`src/rtl/mfp_ahb_spi_tx_pkg.sv`:
```
// mfp_ahb_spi_tx_pkg
//   Shared definitions for the AHB-Lite SPI-style transmit peripheral:
//   register byte offsets, STATUS/CTRL bit positions, AHB HTRANS codes and
//   the serialiser state type.
//   Optional feature macro used by the peripheral: MFP_AHB_SPI_TX_IRQ_EN.
package mfp_ahb_spi_tx_pkg;

  // Register byte offsets within the peripheral window.
  localparam logic [3:0] DATA_OFF   = 4'h0;
  localparam logic [3:0] STATUS_OFF = 4'h4;
  localparam logic [3:0] CTRL_OFF   = 4'h8;

  // STATUS bit positions. COUNT occupies [ST_COUNT_LSB +: 8].
  localparam int ST_BUSY      = 0;
  localparam int ST_EMPTY     = 1;
  localparam int ST_FULL      = 2;
  localparam int ST_OVF       = 3;
  localparam int ST_COUNT_LSB = 8;

  // CTRL bit positions.
  localparam int CTRL_ENABLE   = 0;
  localparam int CTRL_CLR      = 1;
  localparam int CTRL_IRQ_MASK = 2;

  // AHB-Lite transfer types that carry no transfer.
  localparam logic [1:0] HTRANS_IDLE = 2'b00;
  localparam logic [1:0] HTRANS_BUSY = 2'b01;

  // Serialiser state encoding. The raw codes are kept as plain constants so
  // older code that compares against numeric state values keeps working.
  localparam logic [1:0] S_IDLE  = 2'd0;
  localparam logic [1:0] S_LOAD  = 2'd1;
  localparam logic [1:0] S_SHIFT = 2'd2;
  localparam logic [1:0] S_GAP   = 2'd3;

  typedef enum logic [1:0] {
    IDLE  = S_IDLE,
    LOAD  = S_LOAD,
    SHIFT = S_SHIFT,
    GAP   = S_GAP
  } tx_state_t;

endpackage

```
`src/rtl/mfp_ahb_spi_tx_if.sv`:
```
// mfp_ahb_spi_tx_if
//   AHB-Lite slave-side bus bundle for mfp_ahb_spi_tx.
//   HSEL/HWRITE/HTRANS/HADDR : address phase, driven by the master/decoder
//   HWDATA                   : write data, data phase, driven by the master
//   HRDATA                   : read data, data phase, driven by the slave
//   Handshake: zero-wait-state slave, so there is no HREADY; every accepted
//   address phase (HSEL with HTRANS NONSEQ/SEQ) is followed by exactly one
//   data-phase cycle in which HWDATA is consumed or HRDATA is valid.
interface mfp_ahb_spi_tx_if;
  logic        HSEL;
  logic        HWRITE;
  logic [1:0]  HTRANS;
  logic [3:0]  HADDR;
  logic [31:0] HWDATA;
  logic [31:0] HRDATA;

  modport master (
    output HSEL, HWRITE, HTRANS, HADDR, HWDATA,
    input  HRDATA
  );

  modport slave (
    input  HSEL, HWRITE, HTRANS, HADDR, HWDATA,
    output HRDATA
  );
endinterface

```
`src/rtl/mfp_sync_fifo.sv`:
```
// mfp_sync_fifo
//   Single-clock FIFO, reusable by other peripherals.
//   clk, rst_n : clock, asynchronous active-low reset
//   push, din  : write request and data; dropped while full (even if a pop
//                happens in the same cycle)
//   pop, dout  : read request; dout always shows the head entry
//   clr        : synchronous flush; wins over a simultaneous push
//   full, empty, count : occupancy
//   Pointers carry one extra wrap bit so full and empty can be told apart by
//   comparing the MSBs.
module mfp_sync_fifo #(
  parameter int W     = 16,
  parameter int DEPTH = 8,
  parameter int AW    = $clog2(DEPTH)
) (
  input  logic          clk,
  input  logic          rst_n,
  input  logic          push,
  input  logic [W-1:0]  din,
  input  logic          pop,
  output logic [W-1:0]  dout,
  input  logic          clr,
  output logic          full,
  output logic          empty,
  output logic [AW:0]   count
);

  logic [W-1:0] mem [DEPTH];
  logic [AW:0]  wr_ptr;
  logic [AW:0]  rd_ptr;
  logic         do_push;
  logic         do_pop;

  assign empty   = (wr_ptr == rd_ptr);
  assign full    = (wr_ptr[AW] != rd_ptr[AW]) &&
                   (wr_ptr[AW-1:0] == rd_ptr[AW-1:0]);
  assign count   = wr_ptr - rd_ptr;
  assign dout    = mem[rd_ptr[AW-1:0]];

  assign do_push = push && !full && !clr;
  assign do_pop  = pop && !empty && !clr;

  always_ff @(posedge clk or negedge rst_n) begin
    if (!rst_n) begin
      wr_ptr <= '0;
      rd_ptr <= '0;
    end else if (clr) begin
      wr_ptr <= '0;
      rd_ptr <= '0;
    end else begin
      if (do_push) wr_ptr <= wr_ptr + 1'b1;
      if (do_pop)  rd_ptr <= rd_ptr + 1'b1;
    end
  end

  // Storage needs no reset: nothing is read until a push has written it.
  always_ff @(posedge clk) begin
    if (do_push) mem[wr_ptr[AW-1:0]] <= din;
  end

endmodule

```
`src/rtl/mfp_ahb_spi_tx.sv`:
```
// mfp_ahb_spi_tx
//   AHB-Lite transmit peripheral: software pushes words into a FIFO through
//   DATA, and a divided-clock serialiser shifts them out MSB first on
//   SCLK/IO_SPI, with a quiet GAP between frames as the frame delimiter.
//   Ports:
//     HCLK, HRESETn : clock, asynchronous active-low reset
//     bus           : AHB-Lite slave bundle (mfp_ahb_spi_tx_if.slave)
//     SCLK, IO_SPI  : serial clock (idles low) and serial data
//     IRQ           : "all data sent" interrupt, 0 unless built with
//                     MFP_AHB_SPI_TX_IRQ_EN
//     fsm_state     : current serialiser state, for debug/observation
//   Registers: 0x0 DATA (W), 0x4 STATUS (R), 0x8 CTRL (R/W).
//   Optional feature macro: MFP_AHB_SPI_TX_IRQ_EN (enables IRQ and CTRL[2]).
module mfp_ahb_spi_tx
  import mfp_ahb_spi_tx_pkg::*;
#(
  parameter int DATA_W     = 16,
  parameter int FIFO_DEPTH = 8,
  parameter int CLK_DIV    = 50
) (
  input  logic             HCLK,
  input  logic             HRESETn,
  mfp_ahb_spi_tx_if.slave  bus,
  output logic             SCLK,
  output logic             IO_SPI,
  output logic             IRQ,
  output tx_state_t        fsm_state
);

  localparam int AW  = $clog2(FIFO_DEPTH);
  localparam int BCW = (DATA_W > 1) ? $clog2(DATA_W) : 1;
  localparam int DVW = $clog2(2 * CLK_DIV);

  localparam logic [DVW-1:0] HALF_TC  = DVW'(CLK_DIV - 1);
  localparam logic [DVW-1:0] GAP_TC   = DVW'(2 * CLK_DIV - 1);
  localparam logic [BCW-1:0] LAST_BIT = BCW'(DATA_W - 1);

  // ---------------------------------------------------------------------
  // Bus front end: capture the address phase, act in the data phase.
  // ---------------------------------------------------------------------
  logic       dp_sel;
  logic       dp_write;
  logic [3:0] dp_off;
  logic       wr_en;
  logic       data_wr;
  logic       ctrl_wr;
  logic       clr;

  always_ff @(posedge HCLK or negedge HRESETn) begin
    if (!HRESETn) begin
      dp_sel   <= 1'b0;
      dp_write <= 1'b0;
      dp_off   <= '0;
    end else begin
      dp_sel   <= bus.HSEL && (bus.HTRANS != HTRANS_IDLE) &&
                  (bus.HTRANS != HTRANS_BUSY);
      dp_write <= bus.HWRITE;
      dp_off   <= bus.HADDR;
    end
  end

  assign wr_en   = dp_sel && dp_write;
  assign data_wr = wr_en && (dp_off == DATA_OFF);
  assign ctrl_wr = wr_en && (dp_off == CTRL_OFF);
  assign clr     = ctrl_wr && bus.HWDATA[CTRL_CLR];

  // Only the low DATA_W bits and a few CTRL bits are consumed.
  logic unused_hwdata;
  assign unused_hwdata = ^bus.HWDATA;

  // ---------------------------------------------------------------------
  // FIFO
  // ---------------------------------------------------------------------
  logic              fifo_pop;
  logic [DATA_W-1:0] fifo_dout;
  logic              fifo_full;
  logic              fifo_empty;
  logic [AW:0]       fifo_count;

  mfp_sync_fifo #(
    .W     (DATA_W),
    .DEPTH (FIFO_DEPTH)
  ) u_fifo (
    .clk   (HCLK),
    .rst_n (HRESETn),
    .push  (data_wr),
    .din   (bus.HWDATA[DATA_W-1:0]),
    .pop   (fifo_pop),
    .dout  (fifo_dout),
    .clr   (clr),
    .full  (fifo_full),
    .empty (fifo_empty),
    .count (fifo_count)
  );

  // ---------------------------------------------------------------------
  // CTRL / OVF
  // ---------------------------------------------------------------------
  logic ctrl_enable;
  logic ovf;
  logic irq_mask;

  always_ff @(posedge HCLK or negedge HRESETn) begin
    if (!HRESETn) begin
      ctrl_enable <= 1'b0;
      ovf         <= 1'b0;
    end else begin
      if (ctrl_wr) ctrl_enable <= bus.HWDATA[CTRL_ENABLE];
      // CLR wins over a push into a full FIFO in the same cycle.
      if (clr)
        ovf <= 1'b0;
      else if (data_wr && fifo_full)
        ovf <= 1'b1;
    end
  end

`ifdef MFP_AHB_SPI_TX_IRQ_EN
  logic irq_mask_nx;
  logic irq_q;
  logic push_taken;

  assign irq_mask_nx = ctrl_wr ? bus.HWDATA[CTRL_IRQ_MASK] : irq_mask;
  // A push that is not flushed makes the FIFO non-empty next cycle, so IRQ
  // is dropped on the same edge the entry lands.
  assign push_taken  = data_wr && !clr;

  always_ff @(posedge HCLK or negedge HRESETn) begin
    if (!HRESETn) begin
      irq_mask <= 1'b0;
      irq_q    <= 1'b0;
    end else begin
      irq_mask <= irq_mask_nx;
      irq_q    <= irq_mask_nx && fifo_empty && !push_taken &&
                  (fsm_state == IDLE);
    end
  end

  assign IRQ = irq_q;
`else
  assign irq_mask = 1'b0;
  assign IRQ      = 1'b0;
`endif

  // ---------------------------------------------------------------------
  // Register read path (combinational from the registered offset)
  // ---------------------------------------------------------------------
  logic [31:0] status_word;
  logic [31:0] ctrl_word;

  always_comb begin
    status_word                        = '0;
    status_word[ST_BUSY]               = (fsm_state != IDLE);
    status_word[ST_EMPTY]              = fifo_empty;
    status_word[ST_FULL]               = fifo_full;
    status_word[ST_OVF]                = ovf;
    status_word[ST_COUNT_LSB +: 8]     = 8'(fifo_count);
  end

  always_comb begin
    ctrl_word                = '0;
    ctrl_word[CTRL_ENABLE]   = ctrl_enable;
    ctrl_word[CTRL_IRQ_MASK] = irq_mask;
  end

  always_comb begin
    bus.HRDATA = '0;
    case (dp_off)
      STATUS_OFF: bus.HRDATA = status_word;
      CTRL_OFF:   bus.HRDATA = ctrl_word;
      default:    bus.HRDATA = '0;
    endcase
  end

  // ---------------------------------------------------------------------
  // Serialiser
  // ---------------------------------------------------------------------
  logic [DATA_W-1:0] shreg;
  logic [DATA_W-1:0] shreg_nx;
  logic [BCW-1:0]    bit_cnt;
  logic [DVW-1:0]    div_cnt;

  // IDLE pops on the cycle it is entered, which keeps back-to-back frames
  // separated by exactly GAP plus one cycle.
  assign fifo_pop = (fsm_state == IDLE) && ctrl_enable && !fifo_empty;
  assign shreg_nx = shreg << 1;

  always_ff @(posedge HCLK or negedge HRESETn) begin
    if (!HRESETn) begin
      fsm_state <= IDLE;
      shreg     <= '0;
      bit_cnt   <= '0;
      div_cnt   <= '0;
      SCLK      <= 1'b0;
      IO_SPI    <= 1'b0;
    end else begin
      case (fsm_state)
        IDLE: begin
          SCLK   <= 1'b0;
          IO_SPI <= 1'b0;
          if (fifo_pop) begin
            shreg     <= fifo_dout;
            fsm_state <= LOAD;
          end
        end

        LOAD: begin
          IO_SPI    <= shreg[DATA_W-1];
          bit_cnt   <= LAST_BIT;
          div_cnt   <= '0;
          fsm_state <= SHIFT;
        end

        SHIFT: begin
          if (div_cnt == HALF_TC) begin
            div_cnt <= '0;
            if (!SCLK) begin
              SCLK <= 1'b1;
            end else begin
              // Falling edge: either the frame is done or the next bit is
              // presented a full half-period ahead of the next rise.
              SCLK <= 1'b0;
              if (bit_cnt == '0) begin
                IO_SPI    <= 1'b0;
                fsm_state <= GAP;
              end else begin
                shreg   <= shreg_nx;
                IO_SPI  <= shreg_nx[DATA_W-1];
                bit_cnt <= bit_cnt - 1'b1;
              end
            end
          end else begin
            div_cnt <= div_cnt + 1'b1;
          end
        end

        GAP: begin
          SCLK   <= 1'b0;
          IO_SPI <= 1'b0;
          if (div_cnt == GAP_TC) begin
            div_cnt   <= '0;
            fsm_state <= IDLE;
          end else begin
            div_cnt <= div_cnt + 1'b1;
          end
        end

        default: fsm_state <= IDLE;
      endcase
    end
  end

endmodule

```
`src/flat_wrapper.sv`:
```
// flat-port wrapper written by rule: the top's interface ports become plain ports
module mfp_ahb_spi_tx_flat import mfp_ahb_spi_tx_pkg::*;
#(
  parameter int DATA_W     = 16,
  parameter int FIFO_DEPTH = 8,
  parameter int CLK_DIV    = 50
)
  (HCLK, HRESETn, SCLK, IO_SPI, IRQ, fsm_state, bus_HSEL, bus_HWRITE, bus_HTRANS, bus_HADDR, bus_HWDATA, bus_HRDATA);
  mfp_ahb_spi_tx_if bus_i ();
  input  logic HCLK;
  input  logic HRESETn;
  output logic SCLK;
  output logic IO_SPI;
  output logic IRQ;
  output tx_state_t fsm_state;
  input wire logic [$bits(bus_i.HSEL)-1:0] bus_HSEL;
  input wire logic [$bits(bus_i.HWRITE)-1:0] bus_HWRITE;
  input wire logic [$bits(bus_i.HTRANS)-1:0] bus_HTRANS;
  input wire logic [$bits(bus_i.HADDR)-1:0] bus_HADDR;
  input wire logic [$bits(bus_i.HWDATA)-1:0] bus_HWDATA;
  output wire logic [$bits(bus_i.HRDATA)-1:0] bus_HRDATA;
  assign bus_i.HSEL = bus_HSEL;
  assign bus_i.HWRITE = bus_HWRITE;
  assign bus_i.HTRANS = bus_HTRANS;
  assign bus_i.HADDR = bus_HADDR;
  assign bus_i.HWDATA = bus_HWDATA;
  assign bus_HRDATA = bus_i.HRDATA;
  mfp_ahb_spi_tx #(.DATA_W(DATA_W), .FIFO_DEPTH(FIFO_DEPTH), .CLK_DIV(CLK_DIV)) u_core (.HCLK(HCLK), .HRESETn(HRESETn), .bus(bus_i), .SCLK(SCLK), .IO_SPI(IO_SPI), .IRQ(IRQ), .fsm_state(fsm_state));
endmodule
```
`config.mk`:
```
export PLATFORM = sky130hd
export DESIGN_NAME = mfp_ahb_spi_tx_flat
export DESIGN_NICKNAME = d
export VERILOG_FILES = /design/src/rtl/mfp_ahb_spi_tx_pkg.sv /design/src/rtl/mfp_ahb_spi_tx_if.sv /design/src/rtl/mfp_sync_fifo.sv /design/src/rtl/mfp_ahb_spi_tx.sv /design/src/flat_wrapper.sv
export SDC_FILE = /design/constraint.sdc
export NUM_CORES = 1
export LEC_CHECK = 0
export BUFFER_PORTS_ARGS = -buffer_cell sky130_fd_sc_hd__buf_2
export CAP_MARGIN = 25
export CORE_UTILIZATION = 47
export CTS_CLUSTER_DIAMETER = 30
export DETAILED_ROUTE_END_ITERATION = 10
export HOLD_SLACK_MARGIN = 0.15
export PLACE_DENSITY = 0.64
export SLEW_MARGIN = 40
export SYNTH_ARGS = -nofsm -noshare
export SYNTH_HDL_FRONTEND = slang
export SYNTH_SLANG_ARGS = --single-unit
```
`constraint.sdc`:
```
create_clock -name HCLK -period 8.52 [get_ports HCLK]
set_input_delay 0.852 -clock HCLK [delete_from_list [all_inputs] [get_ports HCLK]]
set_output_delay 0.852 -clock HCLK [all_outputs]
set_load 0.01 [all_outputs]
```
Word level (Yosys, flattened, before mapping) --
Memory sizes are Yosys's and may differ from the RTL's. Index checks and enable logic that the tools add are counted.
Cells by class: $add $sub $neg 5, equal/unequal tests 17, mux-type cells 34, reduce and logical (&&, ||, !) cells 35
Operator list (number):
- 16-bit two-way mux | 4
- 16-bit one-hot mux with 2 select lines | 1
- 4-bit two-way mux | 7
- 12-bit one-hot mux with 2 select lines | 1
- 7-bit one-hot mux with 3 select lines | 1
- 2-bit nonzero test | 8
- 1-bit logical AND | 14
- 7-bit two-way mux | 2
- 2-bit two-way mux | 5
- 2-bit by 1-bit inequality test with 1-bit output (second input constant) | 5
- 5-bit AND reduction | 2
- 1-bit two-way mux | 9
- 4-bit by 1-bit adder with 4-bit output (second input constant) | 2
- 4-bit zero test | 2
- 2-bit one-hot mux with 4 select lines | 1
- 4-bit one-hot mux with 2 select lines | 1
- 7-bit by 1-bit adder with 7-bit output (second input constant) | 1
- 7-bit by 6-bit == test with 1-bit output (second input constant) | 1
- 7-bit == test (second input constant) | 1
- 2-bit == test (second input constant) | 2
- 4-bit by 3-bit == test with 1-bit output (second input constant) | 1
- 4-bit == test | 1
- 4-bit == test (second input constant) | 1
- 2-bit inequality test (second input constant) | 2
- other kinds (13) | 16
Word-level totals: bits in registers 47, memory bits (writable) 128, logic and storage cells 105, memories kept 1
Memory list:
- u_core.u_fifo.mem | depth 8, width 16, rd ports 1, clocked after memory_dff 0, write ports 1, RTL line mfp_sync_fifo.sv:28 | logic [W-1:0] mem [DEPTH];

Longest topological paths before layout --
Gate-level depths: netlist (run 1).
word-level depth 7, mapped depth 9, mapped depth without buffers 6

Modules after synthesis --
From an unflattened synthesis (run 1), not the netlist that was laid out.
Unflattened totals: cells, all modules 494, area, all modules 7773.7 µm²
Modules (own cells, without submodules):
- mfp_sync_fifo | instances 1, cells an instance 288, area each 5455.2 µm²
- mfp_ahb_spi_tx | instances 1, cells an instance 206, area each 2318.5 µm²

Least setup slack after synthesis (run 1) --
Ideal clock, no wire load.
kind register to register, start register u_core.u_fifo.rd_ptr[1], end memory u_core.u_fifo.mem[0][0], enable pin, library setup time 0.409 ns, arrival 3.068 ns, slack 5.043 ns, stages on the path, launching flop included 9, path buffers 2, cells stage by stage dfrtp_1 -> buf_1 -> buf_1 -> inv_1 -> ha_1 -> nand3_1 -> o211a_1 -> nand2_1 -> nor3_1
Between the ends: cells in the longest elaborated chain, start to end 7
Ends and longest elaborated chain:
- from (decl) | RTL line mfp_sync_fifo.sv:30 | logic [AW:0] rd_ptr;
- from (signal assigned) | RTL line mfp_sync_fifo.sv:52 | if (do_pop) rd_ptr <= rd_ptr + 1'b1;
- 3-bit == test | RTL line mfp_sync_fifo.sv:36 | (wr_ptr[AW-1:0] == rd_ptr[AW-1:0]);
- 1-bit logical AND | RTL line mfp_sync_fifo.sv:35 | assign full = (wr_ptr[AW] != rd_ptr[AW]) &&
- 1-bit zero test | RTL line mfp_sync_fifo.sv:40 | assign do_push = push && !full && !clr;
- 1-bit logical AND (2 in a row) | RTL line mfp_sync_fifo.sv:40
- 1-bit two-way mux | RTL line mfp_sync_fifo.sv:58 | if (do_push) mem[wr_ptr[AW-1:0]] <= din;
- 1-bit two-way mux (implied by the code) | RTL line mfp_sync_fifo.sv:58
- to (decl) | RTL line mfp_sync_fifo.sv:28
Every way passes these cells.

Final worst setup path (run 1) --
start register u_core.u_fifo.rd_ptr[0], end output port bus_HRDATA[11]
Between the ends: cells in the longest elaborated chain, start to end 2
Ends and longest elaborated chain:
- 4-bit subtractor | RTL line mfp_sync_fifo.sv:37 | assign count = wr_ptr - rd_ptr;
- 12-bit one-hot mux with 2 select lines | RTL line mfp_ahb_spi_tx.sv:167 | case (dp_off)
- to (decl) | RTL line flat_wrapper.sv:21 | output wire logic [$bits(bus_i.HRDATA)-1:0] bus_HRDATA;
Every way passes these cells.

==> results.tsv, run 1 <==
stage	metric	value	unit
clock_network	Clock Latency Late Sink	0.42	ns
grt	global-route wire length before repair	20.9	mm
finish	most frequent cells in the layout	edfxtp_1, mux2_2, dfrtp_1, buf_2, mux4_2	
synth	Post-Synthesis Cells	459	
power_and_ir_drop	switching share of power	29.6	%
placement	placed cells	705	
synth	cell taking the most area after synthesis	edfxtp_1	
sta	final worst path period share	37.3	%
worst_setup_path	Critical Path Fanout Max	35	
sta	RSZ-0062 raised after global routing	no	
finish	final std cells w/o fill	737	
power_and_ir_drop	P_sw	0.000771	W
finish	Antenna Diode Count	0	
sta	worst slew pin tran	0.778	ns
power_and_ir_drop	sequential power share	40.2	%
worst_setup_path	critical path startpoint category	flop	
finish	layout cells sized above 1	33.2	%
clock_network	Post-CTS Resized	0	
power_and_ir_drop	peak supply drop	0.000202	V
power_and_ir_drop	Logic pwr share	32.2	%
placement	dpl ws	5.29	ns
sta	Hold Fails Final Rpt	0	
clock_network	CTS Hold Bufs	0	
die	chip width	129	um
power_and_ir_drop	Clk pwr share	27.6	%
sta	final setup fails	0	
worst_setup_path	Worst path slowest cell	buf_4	
synth	Seq/Total Area, Yosys	66.0	%
grt	GRT overflow	0	
sta	slew margin rel.	47.9	%
synth	EDFF count, synth	128	
routing	DRC	0	
synth	synth top area cells	edfxtp_1, dfrtp_1, mux4_2	
run_status	status	finished, final reports clean	
finish	Layout area overhead	12.7	%
sta	max-slew violations	0	
power_and_ir_drop	P_int	0.00183	W
sta	TNS Setup	0	ns
die	core footprint	15800	um2
synth	Synth warnings	0	
placement	routability cong.	0.762	
sta	Final Critical Period	3.18	ns
run	Max Cap Viol	0	
clock_network	CTS Sinks	175	
grt	GRT Util Overall	17.3	%
worst_setup_path	Worst Path Arrival	2.33	ns
clock_network	cts bufs inserted	17	
die	Initial Util	48.0	%
synth	Synth Register Bits	175	
sta	worst setup margin	5.34	ns
routing	TritonRoute pass-1 iters	5	
synth	ys async rst share	26.9	%
power_and_ir_drop	PD cells	304	nW/um2
die	Core Rows	46	
clock_network	CTS tree	done	
power_and_ir_drop	leakage power	3.12	nW
worst_setup_path	Crit Path Category	flop to output port	
finish	commonest non-fill, non-tap cell in the layout	edfxtp_1	
finish	Layout Nets	564	
worst_setup_path	Worst setup EP type	output port	
hold_path	Min-Delay Path Class	flop to flop	
worst_setup_path	crit-path max cell delay	0.54	ns
clock_network	Clock Pin Slew Worst Setup and Hold Paths	0.07	ns
placement	I/O Buffers	36	
clock_network	Max Buffers Root-to-Sink	2	
synth	Synth cell types	48	
routing	vias per cell	5.22	
sta	FMAX	315	MHz
synth	post-synth top area share	50.6	%
clock_network	number of H-tree levels	4	
die	IO Pins	79	
routing	routed length per instance	17.5	um
routing	final WL	12.9	mm
placement	post-placement cell area	8000	um2
grt	initial antenna violation count	0	
clock_network	Post-CTS Setup Inserts	0	
worst_setup_path	Critical Path RT	7.67	ns
routing	Final ANT Viol Nets	0	
die	DIE AREA	16700	um2
placement	post-DP HPWL	7.91	mm
synth	syn avg cell area	16.6	um2
grt	largest net degree at the start of global routing	48	
routing	DR vias	3845	
routing	drt initial violations	189	
finish	design area	8570	um2
die	Die H	129	um
sta	skew final	0.00783	ns
worst_setup_path	worst-path cell chain	buf_4 > ha_1 > nor2b_1 > o21ai_0 > a21boi_0 > nor3_1 > buf_2	
grt	vias in the first global route	3931	
clock_network	clk root buf	clkbuf_16	
synth	synthesized area	7600	um2
synth	Post-synth top flop	edfxtp_1	
## metal layers
| metal | global-route usage, % | share of wire (%) | up-vias |
|---|---|---|---|
| met4 | 6.37 | 1.3 | 0 |
| met5 | 0 | 0 | - |
| met1 | 21.8 | 44 | 1965 |
| met2 | 28.9 | 51 | 72 |
| met3 | 4.54 | 3.4 | 10 |
| li1 | - | - | 1798 |
## power by group through the flow
stage | Sequential, W | Clock [W] | Combinational, W
4_1_cts | 0.00104 | 0.000735 | 0.000854
5_1_grt | 0.00105 | 0.000771 | 0.000925
2_1_floorplan | 0.00105 | 0 | 0.000689
3_3_place_gp | 0.00106 | 0 | 0.000835
6_report | 0.00105 | 0.000720 | 0.000838
3_5_place_dp | 0.00106 | 0 | 0.000849
## area by class of cell
class / instances / area (um2)
Clock buffer: 18 / 429
Clock inverter: 14 / 123
Fill cell: 1254 / 7260
Inverter: 12 / 45.0
Multi-Input combinational cell: 253 / 2400
Sequential cell: 175 / 5020
Tap cell: 216 / 270
Timing Repair Buffer: 49 / 278
## worst paths after layout
kind / slack (ns) / endpoint / cells past startpoint / startpoint
worst max-delay path: 5.34 / bus_HRDATA[11] / 7 / u_core.u_fifo.rd_ptr[0]
worst min-delay path: 0.50 / u_core.IO_SPI / 2 / u_core.IO_SPI
worst max register to register: 5.42 / u_core.u_fifo.mem[5][12] / 6 / u_core.u_fifo.rd_ptr[0]
worst min register to register: 0.50 / u_core.IO_SPI / 2 / u_core.IO_SPI
max in group asynchronous: 7.52 / u_core.u_fifo.rd_ptr[0] / 2 / HRESETn
min in group asynchronous: 0.54 / u_core.div_cnt[3] / 2 / HRESETn
## logic make-up (layout without fill, tap and decap cells)
group | count (synthesis) | count (layout) | share of synthesized area (%)
fa+ha+maj | 14 | 14 | 2.40
simple gates | 90 | 90 | 6.52
compound gates | 29 | 29 | 2.49
buf+inv | 55 | 93 | 4.00
xor+xnor | 11 | 11 | 1.27
flops | 175 | 175 | 66.0
other cells | 1 | 25 | 0.0493
mux | 84 | 84 | 17.2
## metrics by stage
stage               utilization (%)  power, W  hold slack, ns
detailed placement             50.5   0.00191           0.485
CTS                            54.0   0.00263           0.500
finish                         54.1   0.00260           0.497
global placement               50.5   0.00189           0.481
global route                   54.1   0.00275           0.509
floorplan                         -   0.00174           0.461
## registers in the layout, indices dropped and copies added (netlist names), 2 cells and up
register	cells
u_core.bit_cnt	4
u_core.dp_off	4
u_core.fsm_state	2
u_core.shreg	16
u_core.u_fifo.mem	128
u_core.u_fifo.wr_ptr	4
u_core.div_cnt	7
u_core.u_fifo.rd_ptr	4
## critical path: cells and delay by family, from the launching register on
kind | cells | cell delay [ns]
AO/OA/AOI/OAI | 2 | 0.31
adder cells (fa/ha/maj) | 1 | 0.31
buffers and inverters | 2 | 0.70
flip-flops | 1 | 0.34
AND/OR/NAND/NOR | 2 | 0.24
## Yosys cell counts, types with 8 or more instances
cell type	count
edfxtp_1	128
dfrtp_1	47
mux2_2	47
mux4_2	32
nor2_1	27
buf_4	25
nand2_1	14
ha_1	13
clkbuf_1	12
inv_1	12
nor3_1	11
nor2b_1	9
a21oi_1	8
(Power assumes the default switching activity.)
==> run 2: changes to the inputs <==
--- a/config.mk
+++ b/config.mk
@@ -5,6 +5,7 @@
 export SDC_FILE = /design/constraint.sdc
 export NUM_CORES = 1
 export LEC_CHECK = 0
+export ABC_AREA = 1
 export BUFFER_PORTS_ARGS = -buffer_cell sky130_fd_sc_hd__buf_2
 export CAP_MARGIN = 25
 export CORE_UTILIZATION = 47
==> constraint.sdc (replaced) <==
create_clock -name HCLK -period 3 [get_ports HCLK]
set_input_delay 0.3 -clock HCLK [delete_from_list [all_inputs] [get_ports HCLK]]
set_output_delay 0.3 -clock HCLK [all_outputs]
set_load 0.01 [all_outputs]
==> results.tsv, run 2 <==
stage	metric	value	unit	change
worst_setup_path	setup slack, reg-to-reg	0.51	ns	was 5.42 ns
die	chip width	134	um	was 129 um
worst_setup_path	Critical Path RT	3.12	ns	was 7.67 ns
clock_network	Clock Latency Late Sink	0.43	ns	was 0.42 ns
synth	Synth cell types	37		was 48
grt	largest net degree at the start of global routing	68		was 48
worst_setup_path	Crit Path Category	flop to flop		was flop to output port
grt	vias in the first global route	5423		was 3931
placement	placed cells	1115		was 705
sta	final worst path period share	83.0	%	
clock_network	Max Buffers Root-to-Sink	2		unchanged
routing	DRC	0		unchanged
die	IO Pins	79		unchanged
finish	Layout Nets	986		was 564
synth	EDFF count, synth	128		unchanged
clock_network	Post-CTS Setup Inserts	0		unchanged
synth	cell taking the most area after synthesis	edfxtp_1		unchanged
routing	routed length per instance	14.5	um	was 17.5 um
hold_path	Min-Delay Path Class	input pin to flop		was flop to flop
die	Core Rows	47		was 46
sta	worst slew pin tran	0.767	ns	was 0.778 ns
clock_network	clk root buf	clkbuf_16		unchanged
synth	Post-synth top flop	edfxtp_1		unchanged
clock_network	cts bufs inserted	17		unchanged
finish	commonest non-fill, non-tap cell in the layout	nand2_1		was edfxtp_1
die	DIE AREA	18000	um2	was 16700 um2
worst_setup_path	RR Startpoint	u_core.u_fifo.wr_ptr[2]		was u_core.u_fifo.rd_ptr[0]
routing	Final ANT Viol Nets	0		unchanged
routing	drt initial violations	493		was 189
hold_path	worst hold endpoint	u_core.u_fifo.mem[4][15]		was u_core.IO_SPI
routing	vias per cell	4.84		was 5.22
run_status	status	finished, final reports clean		unchanged
worst_setup_path	Critical Path Fanout Max	11		was 35
finish	final std cells w/o fill	1163		was 737
worst_setup_path	Worst setup EP type	flop		was output port
routing	DR vias	5632		was 3845
sta	max-slew violations	0		unchanged
placement	routability cong.	0.771		was 0.762
sta	Hold Fails Final Rpt	0		unchanged
power_and_ir_drop	leakage power	4.38	nW	was 3.12 nW
clock_network	CTS Sinks	175		unchanged
worst_setup_path	FF-to-FF End	u_core.u_fifo.mem[4][5]		was u_core.u_fifo.mem[5][12]
sta	TNS Setup	0	ns	unchanged
routing	TritonRoute pass-1 iters	5		unchanged
synth	Post-Synthesis Cells	867		was 459
finish	Antenna Diode Count	0		unchanged
synth	Synth Register Bits	175		unchanged
grt	GRT Util Overall	20.8	%	was 17.3%
clock_network	CTS tree	done		unchanged
routing	final WL	16.8	mm	was 12.9 mm
synth	Synth top cells by count	nand2_1, edfxtp_1, inv_1, nand3_1, dfrtp_1		was edfxtp_1, dfrtp_1, mux2_2, mux4_2, nor2_1
finish	layout cells sized above 1	12.3	%	was 33.2%
synth	count leader, synth	nand2_1		was edfxtp_1
finish	Largest register FFs	128		unchanged
grt	GRT overflow	0		unchanged
hold_path	Worst Hold Depth	1		was 2
worst_setup_path	Worst Path Arrival	2.61	ns	was 2.33 ns
placement	post-DP HPWL	9.94	mm	was 7.91 mm
power_and_ir_drop	peak supply drop	0.000471	V	was 0.000202 V
power_and_ir_drop	PD cells	862	nW/um2	was 304 nW/um2
synth	Synth warnings	0		unchanged
synth	Seq/Total Area, Yosys	61.0	%	was 66.0%
die	Die H	134	um	was 129 um
die	Initial Util	48.9	%	was 48.0%
placement	I/O Buffers	36		unchanged
synth	post-synth top area share	46.7	%	was 50.6%
finish	Layout area overhead	14.5	%	was 12.7%
hold_path	worst hold start	bus_HWDATA[15]		was u_core.IO_SPI
clock_network	Post-CTS Resized	0		unchanged
power_and_ir_drop	Power Total	0.00812	W	was 0.00260 W
synth	synthesized area	8220	um2	was 7600 um2
clock_network	Clock Pin Slew Worst Setup and Hold Paths	0.06	ns	was 0.07 ns
grt	initial antenna violation count	0		unchanged
sta	RSZ-0062 raised after global routing	no		unchanged
worst_setup_path	critical path startpoint category	flop		unchanged
sta	slew margin rel.	48.9	%	was 47.9%
synth	ys async rst share	26.9	%	unchanged
synth	syn avg cell area	9.48	um2	was 16.6 um2
sta	skew final	0.00938	ns	was 0.00783 ns
run	Max Cap Viol	0		unchanged
grt	global-route wire length before repair	28.0	mm	was 20.9 mm
worst_setup_path	Reg2Reg Depth	9		was 6
sta	final setup fails	0		unchanged
sta	Final Critical Period	2.49	ns	
die	core footprint	16800	um2	was 15800 um2
finish	most frequent cells in the layout	nand2_1, edfxtp_1, inv_1, nand3_1, dfrtp_1		was edfxtp_1, mux2_2, dfrtp_1, buf_2, mux4_2
synth	synth top area cells	edfxtp_1, dfrtp_1, nand2_1		was edfxtp_1, dfrtp_1, mux4_2
sta	FMAX	402	MHz	
clock_network	number of H-tree levels	4		unchanged
run 2: how the worst max path moves through the flow:
stage / from / to / slack, ns / cells past startpoint
floorplan: u_core.u_fifo.rd_ptr[2] / u_core.u_fifo.mem[4][0] / -0.30 / 11
global placement: u_core.u_fifo.wr_ptr[2] / u_core.u_fifo.mem[4][5] / 0.59 / 9
detailed placement: u_core.u_fifo.wr_ptr[2] / u_core.u_fifo.mem[0][7] / 0.53 / 9
CTS: u_core.u_fifo.wr_ptr[2] / u_core.u_fifo.mem[0][5] / 0.52 / 9
global route: u_core.u_fifo.wr_ptr[2] / u_core.u_fifo.mem[4][5] / 0.32 / 9
finish: u_core.u_fifo.wr_ptr[2] / u_core.u_fifo.mem[4][5] / 0.51 / 9
run 2: critical path, stage by stage, from the launching register on:
cell,delay [ns]
dfrtp_1,0.58
ha_1,0.34
nand2_1,0.11
nor2_1,0.07
nand2_1,0.10
inv_1,0.06
nor2_2,0.21
nand2_1,0.24
nor3_2,0.20
buf_4,0.29
run 2: power breakdown:
| group | switching (W) | total [W] | leakage, nW | internal [W] |
|---|---|---|---|---|
| registers | 0.000137 | 0.00295 | 1.73 | 0.00282 |
| clock network | 0.000932 | 0.00230 | 0.290 | 0.00136 |
| logic | 0.00193 | 0.00287 | 2.36 | 0.000933 |
| total | 0.00300 | 0.00812 | 4.38 | 0.00511 |
run 2: cell families (layout without fill, tap and decap cells):
group                      count (synthesis)  count (layout)  synth area share (%)
adders and majority gates                 14              14                  2.22
AOI/OAI and AO/OA                         25              25                  1.70
other                                      1              25                0.0456
and+or+nand+nor                          456             456                  23.8
buffers and inverters                    188             240                  10.3
DFF                                      175             175                  61.0
xor gates and xnor gates                   7               7                 0.746
muxes                                      1               1                 0.137
run 2: final cells by class:
type	instances	area [um2]
Fill cell	1489	7400
Sequential cell	175	5020
Multi-Input combinational cell	528	2490
Timing Repair Buffer	76	520
Inverter	132	495
Clock buffer	21	460
Tap cell	220	275
Clock inverter	11	156
run 2: what timing repair did:
action                     4_1_cts  5_1_grt
hold buffers                    16        0
setup endpoints to repair        0        0
hold endpoints to repair        90        0
run 2: metal layers:
| metal | track usage, % | routed length, um | vias to the layer above |
|---|---|---|---|
| met5 | 0 | 0 | - |
| met4 | 9.43 | 337 | 0 |
| met3 | 3.44 | 775 | 24 |
| met2 | 33.7 | 8180 | 171 |
| met1 | 27.6 | 7540 | 2586 |
| li1 | - | - | 2851 |
run 2: per-stage QoR:
stage	cell area (um2)	utilization, %	worst slack [ns]	hold slack, ns
4_1_cts	9420	56.0	0.524	0.150
2_1_floorplan	8330	-	-0.301	0.00441
3_5_place_dp	8640	51.4	0.529	0.288
6_report	9420	56.0	0.509	0.163
3_3_place_gp	8640	51.4	0.590	0.282
5_1_grt	9420	56.0	0.325	0.162
==> run 3: changes to the inputs <==
--- a/config.mk
+++ b/config.mk
@@ -5,14 +5,14 @@
 export SDC_FILE = /design/constraint.sdc
 export NUM_CORES = 1
 export LEC_CHECK = 0
-export ABC_AREA = 1
+export ABC_AREA = 0
 export BUFFER_PORTS_ARGS = -buffer_cell sky130_fd_sc_hd__buf_2
 export CAP_MARGIN = 25
 export CORE_UTILIZATION = 47
 export CTS_CLUSTER_DIAMETER = 30
 export DETAILED_ROUTE_END_ITERATION = 10
 export HOLD_SLACK_MARGIN = 0.15
-export PLACE_DENSITY = 0.64
+export PLACE_DENSITY = 0.67
 export SLEW_MARGIN = 40
 export SYNTH_ARGS = -nofsm -noshare
 export SYNTH_HDL_FRONTEND = slang
==> constraint.sdc (replaced) <==
create_clock -name HCLK -period 2.2 [get_ports HCLK]
set_input_delay 0.22 -clock HCLK [delete_from_list [all_inputs] [get_ports HCLK]]
set_output_delay 0.22 -clock HCLK [all_outputs]
set_load 0.01 [all_outputs]
==> results.tsv, run 3 (synthesized netlist as in run 1, its figures left out) <==
stage	metric	value	unit	change
run_status	status	finished, final reports clean		unchanged
finish	register area	5020	um2	about the same
power_and_ir_drop	Logic pwr share	36.0	%	was 35.3%
sta	final worst path period share	99.2	%	was 83.0%
power_and_ir_drop	peak supply drop	0.000657	V	was 0.000471 V
power_and_ir_drop	P_int	0.00778	W	was 0.00511 W
placement	I/O Buffers	36		unchanged
placement	routability cong.	0.813		was 0.771
finish	layout cells sized above 1	37.4	%	was 12.3%
die	IO Pins	79		unchanged
die	core footprint	15800	um2	was 16800 um2
finish	Largest register FFs	128		unchanged
grt	vias in the first global route	4186		was 5423
sta	RSZ-0062 raised after global routing	yes		was no
worst_setup_path	Crit Path Category	flop to flop		unchanged
clock_network	CTS tree	done		unchanged
die	Die H	129	um	was 134 um
routing	DRC	0		unchanged
sta	worst slew pin tran	0.515	ns	was 0.767 ns
grt	largest net degree at the start of global routing	34		was 68
power_and_ir_drop	sequential power share	36.9	%	was 36.4%
clock_network	Clock Latency Late Sink	0.43	ns	about the same
power_and_ir_drop	PD cells	1170	nW/um2	was 862 nW/um2
routing	final WL	14.0	mm	was 16.8 mm
die	Core Rows	46		was 47
finish	Layout Nets	615		was 986
clock_network	clk root buf	clkbuf_16		unchanged
sta	FMAX	458	MHz	was 402 MHz
sta	skew final	0.0129	ns	was 0.00938 ns
routing	routed length per instance	17.8	um	was 14.5 um
sta	Hold Fails Final Rpt	0		unchanged
routing	DR vias	4072		was 5632
clock_network	Clock Pin Slew Worst Setup and Hold Paths	0.06	ns	about the same
finish	Layout area overhead	23.2	%	was 14.5%
finish	Multi-input gate area	2540	um2	was 2490 um2
die	chip width	129	um	was 134 um
worst_setup_path	critical path startpoint category	flop		unchanged
power_and_ir_drop	P_sw	0.00318	W	was 0.00300 W
power_and_ir_drop	leakage power	3.44	nW	was 4.38 nW
power_and_ir_drop	Power Total	0.0110	W	was 0.00812 W
grt	initial antenna violation count	0		unchanged
placement	post-DP HPWL	8.72	mm	was 9.94 mm
grt	GRT overflow	0		unchanged
grt	GRT Util Overall	18.5	%	was 20.8%
finish	Antenna Diode Count	0		unchanged
routing	drt initial violations	196		was 493
finish	fin util	59.2	%	was 56.0%
sta	final setup fails	0		unchanged
clock_network	number of H-tree levels	4		unchanged
clock_network	CTS Sinks	175		unchanged
clock_network	cts bufs inserted	17		unchanged
worst_setup_path	Critical Path Fanout Max	4		was 11
hold_path	Min-Delay Path Class	input pin to asynchronous set/reset pin		was input pin to flop
finish	Fillers	1203		was 1489
worst_setup_path	Critical Path RT	2.51	ns	was 3.12 ns
worst_setup_path	Worst Path Arrival	2.49	ns	was 2.61 ns
grt	global-route wire length before repair	22.4	mm	was 28.0 mm
die	DIE AREA	16700	um2	was 18000 um2
finish	most frequent cells in the layout	edfxtp_1, mux2_2, dfrtp_1, buf_2, mux4_2		was nand2_1, edfxtp_1, inv_1, nand3_1, dfrtp_1
routing	Final ANT Viol Nets	0		unchanged
finish	commonest non-fill, non-tap cell in the layout	edfxtp_1		was nand2_1
sta	slew margin rel.	65.7	%	was 48.9%
run	Max Cap Viol	0		unchanged
routing	TritonRoute pass-1 iters	4		was 5
power_and_ir_drop	Clk pwr share	27.1	%	was 28.3%
worst_setup_path	Worst setup EP type	flop		unchanged
routing	vias per cell	5.17		was 4.84
sta	max-slew violations	0		unchanged
clock_network	Max Buffers Root-to-Sink	2		unchanged
die	Initial Util	48.0	%	was 48.9%
power_and_ir_drop	switching share of power	29.0	%	was 37.0%
sta	Final Critical Period	2.18	ns	was 2.49 ns
## run 3: changes by cell type in the layout (fill, tap and decap cells not counted), sizes merged, moves of 14 or more
cell   previous run  this run
mux2              1        49
nand3           112         7
inv             131        17
nand2           285        14
mux4              0        32
nor2             41        27
buf              60        76
## run 3: timing repair
item | CTS | global route
endpoints found under the hold margin | 154 | 0
pin swaps | 3 | 0
setup endpoints to repair | 6 | 5
setup buffers | 1 | 1
hold buffers | 24 | 0
resized for setup | 3 | 4
## run 3: per-layer routing
| layer | vias up | global-route usage [%] | share of wire [%] |
|---|---|---|---|
| met5 | - | 0 | 0 |
| met1 | 2102 | 23.8 | 43 |
| li1 | 1893 | - | - |
| met2 | 67 | 31.6 | 53 |
| met4 | 0 | 6.02 | 0.90 |
| met3 | 10 | 3.59 | 2.7 |
## run 3: power groups by stage
stage               Clock, W  Combinational (W)  Sequential [W]
floorplan                  0            0.00288         0.00410
global placement           0            0.00375         0.00410
global route         0.00317            0.00431         0.00408
detailed placement         0            0.00385         0.00411
finish               0.00297            0.00395         0.00405
CTS                  0.00303            0.00394         0.00405
## run 3: path summary, 6_finish.rpt
path | startpoint | end | slack [ns] | cells after the start
worst max-delay path | u_core.div_cnt[1] | u_core.fsm_state[1] | 0.02 | 6
worst min-delay path | HRESETn | u_core.IO_SPI | 0.31 | 2
worst max register to register | u_core.div_cnt[1] | u_core.fsm_state[1] | 0.02 | 6
worst min register to register | u_core.bit_cnt[0] | u_core.bit_cnt[0] | 0.49 | 1
max in group asynchronous | HRESETn | u_core.u_fifo.rd_ptr[0] | 1.34 | 3
min in group HCLK | bus_HWRITE | u_core.dp_write | 0.45 | 2
## run 3: critical path: stages, from the launching register on
cell and delay (ns):
dfrtp_1 0.38, inv_1 0.06, ha_1 0.13, or4b_4 0.48
o21a_1 0.20, or4b_4 0.50, mux2_4 0.31
## run 3: layout make-up
class,instances,area share (%)
inverter,12,0.481
timing repair buffer,100,9.61
sequential,175,53.6
clock buffer,18,4.58
clock inverter,14,1.70
tap,216,2.89
multi-input combinational,253,27.1
## run 3: stage by stage
step	TNS, ns	cells	instance area (um2)	hold WS [ns]	setup slack [ns]
4_1_cts	0	787	9320	0.313	0.0106
3_5_place_dp	-0.189	730	8480	0.224	-0.0714
3_3_place_gp	-0.0495	730	8480	0.217	-0.0252
6_report	0	788	9370	0.313	0.0173
5_1_grt	-0.0547	788	9370	0.367	-0.0321
2_1_floorplan	-1.62	483	7880	-0.0756	-0.0833
